<file path="config.mk">
export PLATFORM = sky130hd
export DESIGN_NAME = cle364_key_reader_flat
export DESIGN_NICKNAME = d
export VERILOG_FILES = /design/src/rtl/cle364_key_reader_if.sv /design/src/rtl/cle364_key_reader.sv /design/src/flat_wrapper.sv
export SDC_FILE = /design/constraint.sdc
export NUM_CORES = 1
export LEC_CHECK = 0
export CAP_MARGIN = 20
export CORE_MARGIN = 5
export CORE_UTILIZATION = 30
export CTS_BUF_LIST = sky130_fd_sc_hd__clkbuf_4
export CTS_CLUSTER_SIZE = 30
export DETAILED_ROUTE_END_ITERATION = 10
export GPL_TIMING_DRIVEN = 0
export PLACE_DENSITY = 0.57
export REMOVE_ABC_BUFFERS = 1
export SLEW_MARGIN = 20
export SYNTH_ARGS = -nofsm -noshare
export SYNTH_HDL_FRONTEND = slang
export SYNTH_SLANG_ARGS = --single-unit
export TNS_END_PERCENT = 10
</file>
<file path="constraint.sdc">
create_clock -name clk -period 2.3 [get_ports clk]
set_clock_uncertainty 0.15 [all_clocks]
set_input_delay 0.345 -clock clk [delete_from_list [all_inputs] [get_ports clk]]
set_output_delay 0.345 -clock clk [all_outputs]
set_load 0.005 [all_outputs]
</file>
<file path="src/rtl/cle364_key_reader_if.sv">
// ---------------------------------------------------------------------------
// cle364_key_reader_if
//   Host handshake plus PAL bus signals of the CLE364 key reader, bundled so
//   the sequencer and its user connect through one port.
//
//   Host side : start, cmd[3:0], abort, data_ready  (into the reader)
//               busy, data[BITS-1:0], data_valid    (out of the reader)
//   PAL side  : sser_n, ba[9:0] (BA13..BA4), br_w   (out of the reader)
//               sdrd                                (into the reader)
//
//   slave  : the reader itself
//   master : whatever drives requests and models the PAL
//   BITS must equal the BITS parameter of the reader it connects to.
// ---------------------------------------------------------------------------
interface cle364_key_reader_if #(
   parameter int BITS = 8
);
   logic            start;
   logic [3:0]      cmd;
   logic            abort;
   logic            busy;
   logic [BITS-1:0] data;
   logic            data_valid;
   logic            data_ready;
   logic            sser_n;
   logic [9:0]      ba;
   logic            br_w;
   logic            sdrd;

   modport slave (
      input  start, cmd, abort, data_ready, sdrd,
      output busy, data, data_valid, sser_n, ba, br_w
   );

   modport master (
      output start, cmd, abort, data_ready, sdrd,
      input  busy, data, data_valid, sser_n, ba, br_w
   );
endinterface

</file>
<file path="src/rtl/cle364_key_reader.sv">
// ---------------------------------------------------------------------------
// cle364_key_reader
//   Bus-side sequencer feeding the CLE364 key/sequence PAL. A start request
//   produces exactly BITS read strobes into the PAL decode window
//   (BA13=0, BA12=1, BR_W=1, SSER low); SDRD is sampled once per strobe and
//   the bits are assembled MSB-first into a word handed to the host with a
//   valid/ready handshake. The PAL only advances on strobes issued here.
//
//   Ports:
//     clk    : system clock, rising edge
//     rst_n  : asynchronous active-low reset
//     bus    : cle364_key_reader_if.slave
//              start/cmd/abort      request, address nibble, cancel
//              busy                 high outside IDLE
//              data/data_valid      assembled word, held until data_ready
//              sser_n/ba/br_w/sdrd  PAL strobe, address, direction, data
//
//   Parameters:
//     BITS        bits per word (2..16)
//     STROBE_CYC  clocks sser_n is low per bit (1..7)
//     RECOVER_CYC clocks sser_n is high between bits (1..7)
// ---------------------------------------------------------------------------
module cle364_key_reader #(
   parameter int BITS        = 8,
   parameter int STROBE_CYC  = 2,
   parameter int RECOVER_CYC = 1
) (
   input  logic               clk,
   input  logic               rst_n,
   cle364_key_reader_if.slave bus
);

   localparam int               CNT_W        = $clog2(BITS + 1);
   localparam logic [CNT_W-1:0] LAST_BIT     = CNT_W'(BITS - 1);
   localparam logic [2:0]       STROBE_LOAD  = 3'(STROBE_CYC - 1);
   localparam logic [2:0]       RECOVER_LOAD = 3'(RECOVER_CYC - 1);

   typedef enum logic [2:0] {
      IDLE,
      SETUP,
      STROBE,
      RECOVER,
      DONE
   } state_t;

   state_t           state;
   state_t           state_nxt;
   logic [2:0]       cyc_cnt;     // clocks left in the current STROBE/RECOVER
   logic [CNT_W-1:0] bit_cnt;     // bits already sampled in this word
   logic [BITS-2:0]  shift_q;     // earlier bits; the newest bit arrives via sdrd
   logic [BITS-1:0]  shift_nxt;
   logic [BITS-1:0]  data_q;
   logic [3:0]       cmd_q;
   logic [9:0]       addr;
   logic             start_acc;
   logic             phase_end;
   logic             sample;

   // Output-process results, forwarded to the interface below.
   logic             busy_o;
   logic             valid_o;
   logic             sser_n_o;
   logic [9:0]       ba_o;

   assign start_acc = (state == IDLE) && bus.start;
   assign phase_end = (cyc_cnt == 3'd0);
   // abort wins over the final strobe edge, so a cancelled bit is never kept.
   assign sample    = (state == STROBE) && phase_end && !bus.abort;
   assign shift_nxt = {shift_q, bus.sdrd};
   // BA13=0, BA12=1, BA11..BA8=0, BA7..BA4=cmd.
   assign addr      = {2'b01, 4'b0000, cmd_q};

   // ------------------------------------------------------------ state reg
   always_ff @(posedge clk or negedge rst_n) begin
      // NOTE: clocked state uses non-blocking assignments so every register
      // sees the pre-edge values of the others, independent of block order.
      if (!rst_n) begin
         state <= IDLE;
      end else begin
         state <= state_nxt;
      end
   end

   // ----------------------------------------------------------- next state
   always_comb begin
      // NOTE: the default assignment up front keeps every path driven, so
      // no latch is inferred when a branch leaves state_nxt untouched.
      state_nxt = state;
      case (state)
         IDLE: begin
            // start beats a simultaneous abort here; abort is ignored in IDLE.
            if (bus.start) state_nxt = SETUP;
         end
         SETUP: begin
            state_nxt = bus.abort ? IDLE : STROBE;
         end
         STROBE: begin
            if (bus.abort) begin
               state_nxt = IDLE;
            end else if (phase_end) begin
               state_nxt = (bit_cnt == LAST_BIT) ? DONE : RECOVER;
            end
         end
         RECOVER: begin
            if (bus.abort) begin
               state_nxt = IDLE;
            end else if (phase_end) begin
               state_nxt = STROBE;
            end
         end
         DONE: begin
            // start in the same cycle as data_ready is not queued.
            if (bus.data_ready) state_nxt = IDLE;
         end
         default: state_nxt = IDLE;
      endcase
   end

   // -------------------------------------------------------------- outputs
   always_comb begin
      busy_o   = 1'b1;
      valid_o  = 1'b0;
      sser_n_o = 1'b1;
      ba_o     = '0;
      case (state)
         IDLE:    busy_o = 1'b0;
         SETUP:   ba_o   = addr;  // address settles a full clock before sser_n falls
         STROBE: begin
            ba_o     = addr;
            sser_n_o = 1'b0;
         end
         RECOVER: ba_o    = addr;
         DONE:    valid_o = 1'b1;
         default: busy_o  = 1'b0;
      endcase
   end

   assign bus.busy       = busy_o;
   assign bus.data_valid = valid_o;
   assign bus.sser_n     = sser_n_o;
   assign bus.ba         = ba_o;
   assign bus.br_w       = 1'b1;  // this block only ever reads the PAL
   assign bus.data       = data_q;

   // ------------------------------------------------- per-state cycle count
   // Reloaded on every state change, then counts down to zero; the phase
   // ends on the edge where the count is already zero.
   always_ff @(posedge clk or negedge rst_n) begin
      if (!rst_n) begin
         cyc_cnt <= 3'd0;
      end else if (state_nxt != state) begin
         case (state_nxt)
            STROBE:  cyc_cnt <= STROBE_LOAD;
            RECOVER: cyc_cnt <= RECOVER_LOAD;
            default: cyc_cnt <= 3'd0;
         endcase
      end else if (cyc_cnt != 3'd0) begin
         cyc_cnt <= cyc_cnt - 3'd1;
      end
   end

   // -------------------------------------------------------------- datapath
   always_ff @(posedge clk or negedge rst_n) begin
      // NOTE: the shift register is small, so it is reset along with the
      // control state; the visible word must read 0 out of reset anyway.
      if (!rst_n) begin
         cmd_q   <= 4'd0;
         shift_q <= '0;
         bit_cnt <= '0;
         data_q  <= '0;
      end else if (start_acc) begin
         cmd_q   <= bus.cmd;
         shift_q <= '0;
         bit_cnt <= '0;
      end else if (sample) begin
         shift_q <= shift_nxt[BITS-2:0];
         bit_cnt <= bit_cnt + CNT_W'(1);
         // Publishing only a complete word lets an aborted read leave the
         // previous word visible.
         if (bit_cnt == LAST_BIT) data_q <= shift_nxt;
      end
   end

endmodule

</file>
<file path="src/flat_wrapper.sv">
// flat-port wrapper written by rule: the top's interface ports become plain ports
module cle364_key_reader_flat 
#(
   parameter int BITS        = 8,
   parameter int STROBE_CYC  = 2,
   parameter int RECOVER_CYC = 1
)
  (clk, rst_n, bus_start, bus_cmd, bus_abort, bus_data_ready, bus_sdrd, bus_busy, bus_data, bus_data_valid, bus_sser_n, bus_ba, bus_br_w);
  cle364_key_reader_if #(.BITS(BITS)) bus_i ();
  input  logic clk;
  input  logic rst_n;
  input wire logic [$bits(bus_i.start)-1:0] bus_start;
  input wire logic [$bits(bus_i.cmd)-1:0] bus_cmd;
  input wire logic [$bits(bus_i.abort)-1:0] bus_abort;
  input wire logic [$bits(bus_i.data_ready)-1:0] bus_data_ready;
  input wire logic [$bits(bus_i.sdrd)-1:0] bus_sdrd;
  output wire logic [$bits(bus_i.busy)-1:0] bus_busy;
  output wire logic [$bits(bus_i.data)-1:0] bus_data;
  output wire logic [$bits(bus_i.data_valid)-1:0] bus_data_valid;
  output wire logic [$bits(bus_i.sser_n)-1:0] bus_sser_n;
  output wire logic [$bits(bus_i.ba)-1:0] bus_ba;
  output wire logic [$bits(bus_i.br_w)-1:0] bus_br_w;
  assign bus_i.start = bus_start;
  assign bus_i.cmd = bus_cmd;
  assign bus_i.abort = bus_abort;
  assign bus_i.data_ready = bus_data_ready;
  assign bus_i.sdrd = bus_sdrd;
  assign bus_busy = bus_i.busy;
  assign bus_data = bus_i.data;
  assign bus_data_valid = bus_i.data_valid;
  assign bus_sser_n = bus_i.sser_n;
  assign bus_ba = bus_i.ba;
  assign bus_br_w = bus_i.br_w;
  cle364_key_reader #(.BITS(BITS), .STROBE_CYC(STROBE_CYC), .RECOVER_CYC(RECOVER_CYC)) u_core (.clk(clk), .rst_n(rst_n), .bus(bus_i));
endmodule
</file>
==> impl_metrics.ini <==
[status]
status = finished clean

[synthesis]
syn-instance-count = 144
synth_top_area_frac = 0.5106
async_flop_share = 1.000
ys_ff_latch = 29
synth_top_area_cell = dfrtp_1
synthSimpleGateAreaFrac = 0.2359
synth_edf_count = 0
synth_area_leaders = dfrtp_1 (51%), nand2_1 (7.7%), mux2_2 (5.5%)
synth-compound-area-share = 0.06866
synth_top_family_by_area = simple AND/OR/NAND/NOR gates
ys_warn_count = 0
synthMuxAreaShare = 0.06250
yosysUniqueCellTypes = 34
synth_area_um2 = 1421
seq_area_frac_synth = 0.5106
synthAdderAreaFrac = 0.02641
synthXorXnorAreaFrac = 0.02465
syn_area_per_cell_um2 = 9.871
ys.flop_type = dfrtp_1

[clock_network]
cts.sinks = 29
ctsHtreeMaxLevel = 2
clkSlewWorstSetupHoldPaths_ps = 90
clk_path_buf_depth = 2
post_cts_buffers = 0
cts_tree = done
clkLatencyLatePin_ps = 320
root_buffer = clkbuf_4
numCtsBuffers = 5

[detailed_routing]
vias = 1091
post_drt_wl_per_cell_um = 13.36
ant_nets = 0
drtIter0Drc = 69
routed_wl_mm = 2.980
drc = 0
detail_route.vias_per_cell = 4.892
drtPass1Iterations = 4

[grt]
antenna_found_initial = 0
grt_pass1_wl_mm = 5.250
grt_max_degree = 30
overflow = 0
grt_pass1_vias = 1148
grt_usage = 0.1087

[placement]
io_buffers = 25
dpl.hpwl_mm = 2.133
place_congestion = 0.7267
dpl_worst_slack_ps = -2.815

[worst_setup_path]
cp.arrival_ps = 1660
crit_path_start_kind = flip-flop
crit_required_ps = 1800
crit_type = reg2out
cp_max_fo = 8
critPathCaptureType = primary output

[final_layout]
diodes = 0
final_common_cell = nand2_1
seqCellArea_um2 = 729.5
mostFrequentLayoutCells = nand2_1 (29), dfrtp_1 (26), clkdlybuf4s50_1 (23), nand3_1 (13), a21oi_1 (10)
finalCoreUtilization = 0.3737
multi_input_area_um2 = 626.9
fill_cells = 460
drive_gt1_frac = 0.1420
fin_nets = 182
syn_to_final_growth_pct = 22.54

[sta]
rsz0062_at_grt = no
worstMarginPinSlew_ps = 903.2
slew-limit-headroom = 0.3946
setup_violations = 0
finalCritPeriodShare = 0.9386
layout_setup_ws_ps = 141.2
hold_ws_ps = 330.2
slew_violations = 0
hold_viol = 0
fin_crit_ps = 2159
fmax_mhz = 463.2

[die]
core_area_um2 = 4661
die_x_um = 78.83
initial_utilization = 0.3050
io_pins = 32
num_rows = 25
die_area_um2 = 6214
die_y_um = 78.83

[hold_path]
min_path_type = reg2reg

[pwr]
p_per_area_nw_per_um2 = 831.4
ir_worst_vdd_uv = 385.8
leakage_uw = 0.0008158

[job]
max-cap-violations = 0
power breakdown:
part	internal [µW]	total (µW)	switching, µW
Combinational	236	492	256
Sequential	592	667	74.7
Clock	122	289	167
logic make-up (layout without fill, tap and decap cells):
logic type | Yosys count | after routing
adders and majority gates | 3 | 3
AOI/OAI and AO/OA | 17 | 17
xor gates and xnor gates | 4 | 4
buffers and inverters | 15 | 36
muxes | 8 | 8
and+or+nand+nor | 66 | 66
other | 2 | 6
DFF | 29 | 29
per-stage QoR:
stage | cell area [µm²] | std cells | total power, µW | setup TNS [ps]
detailed placement | 1667 | 215 | 1160 | -2.815
CTS | 1730 | 223 | 1464 | 0
global route | 1742 | 223 | 1576 | 0
floorplan | 1354 | 136 | 952.9 | 0
global placement | 1672 | 215 | 1143 | 0
finish | 1742 | 223 | 1448 | 0
path summary, 6_finish.rpt:
check / cells past startpoint / to / startpoint / slack, ps
worst min-delay path: 2 / u_core.cmd_q[1] / u_core.cmd_q[1] / 330
worst min register to register: 2 / u_core.cmd_q[1] / u_core.cmd_q[1] / 330
min in group asynchronous: 2 / u_core.shift_q[2] / rst_n / 420
worst max-delay path: 4 / bus_ba[1] / u_core.state[1] / 140
worst max register to register: 4 / u_core.cyc_cnt[0] / u_core.state[2] / 250
max in group asynchronous: 2 / u_core.state[1] / rst_n / 1140
synthesized netlist by cell type, types with 3 or more instances:
master,count
dfrtp_1,29
buf_4,7
and2_1,4
mux2_2,7
a21oi_1,10
inv_1,3
xor2_1,3
ha_1,3
nand2_1,29
buf_2,3
nor2_1,7
nand3_1,13
layer usage:
layer	track usage	routed length, µm	share of wire	up-vias
met4	0.05155	48	0.016	0
met5	0	0	0	-
met1	0.1325	1356	0.46	540
met2	0.1715	1413	0.47	25
met3	0.03855	161	0.054	6
li1	-	-	-	520
layout make-up:
| cell class | instances | share of cell area |
|---|---|---|
| Sequential cell | 29 | 0.4188 |
| Inverter | 3 | 0.006466 |
| Tap cell | 54 | 0.03879 |
| Timing Repair Buffer | 26 | 0.1480 |
| Clock buffer | 6 | 0.02586 |
| Multi-Input combinational cell | 104 | 0.3599 |
| Clock inverter | 1 | 0.002155 |
critical path, stage by stage (launching register included):
cell and delay [ps]:
dfrtp_2 480, nor2_4 200, nor2_2 70, and2_1 150, clkdlybuf4s50_1 440
sequential cells by signal, indices dropped and copies added, names as in the netlist:
| name | cells |
|---|---|
| u_core.bus.data | 8 |
| u_core.shift_q | 7 |
| u_core.cyc_cnt | 3 |
| u_core.bit_cnt | 4 |
| u_core.state | 3 |
| u_core.cmd_q | 4 |
repair_timing:
item | CTS | global route
resized for setup | 3 | 4
hold endpoints to repair | 29 | 0
setup endpoints to repair | 6 | 7
hold buffers | 1 | 0
gates cloned | 0 | 0
Note: power is estimated with default switching activity, not from simulation.
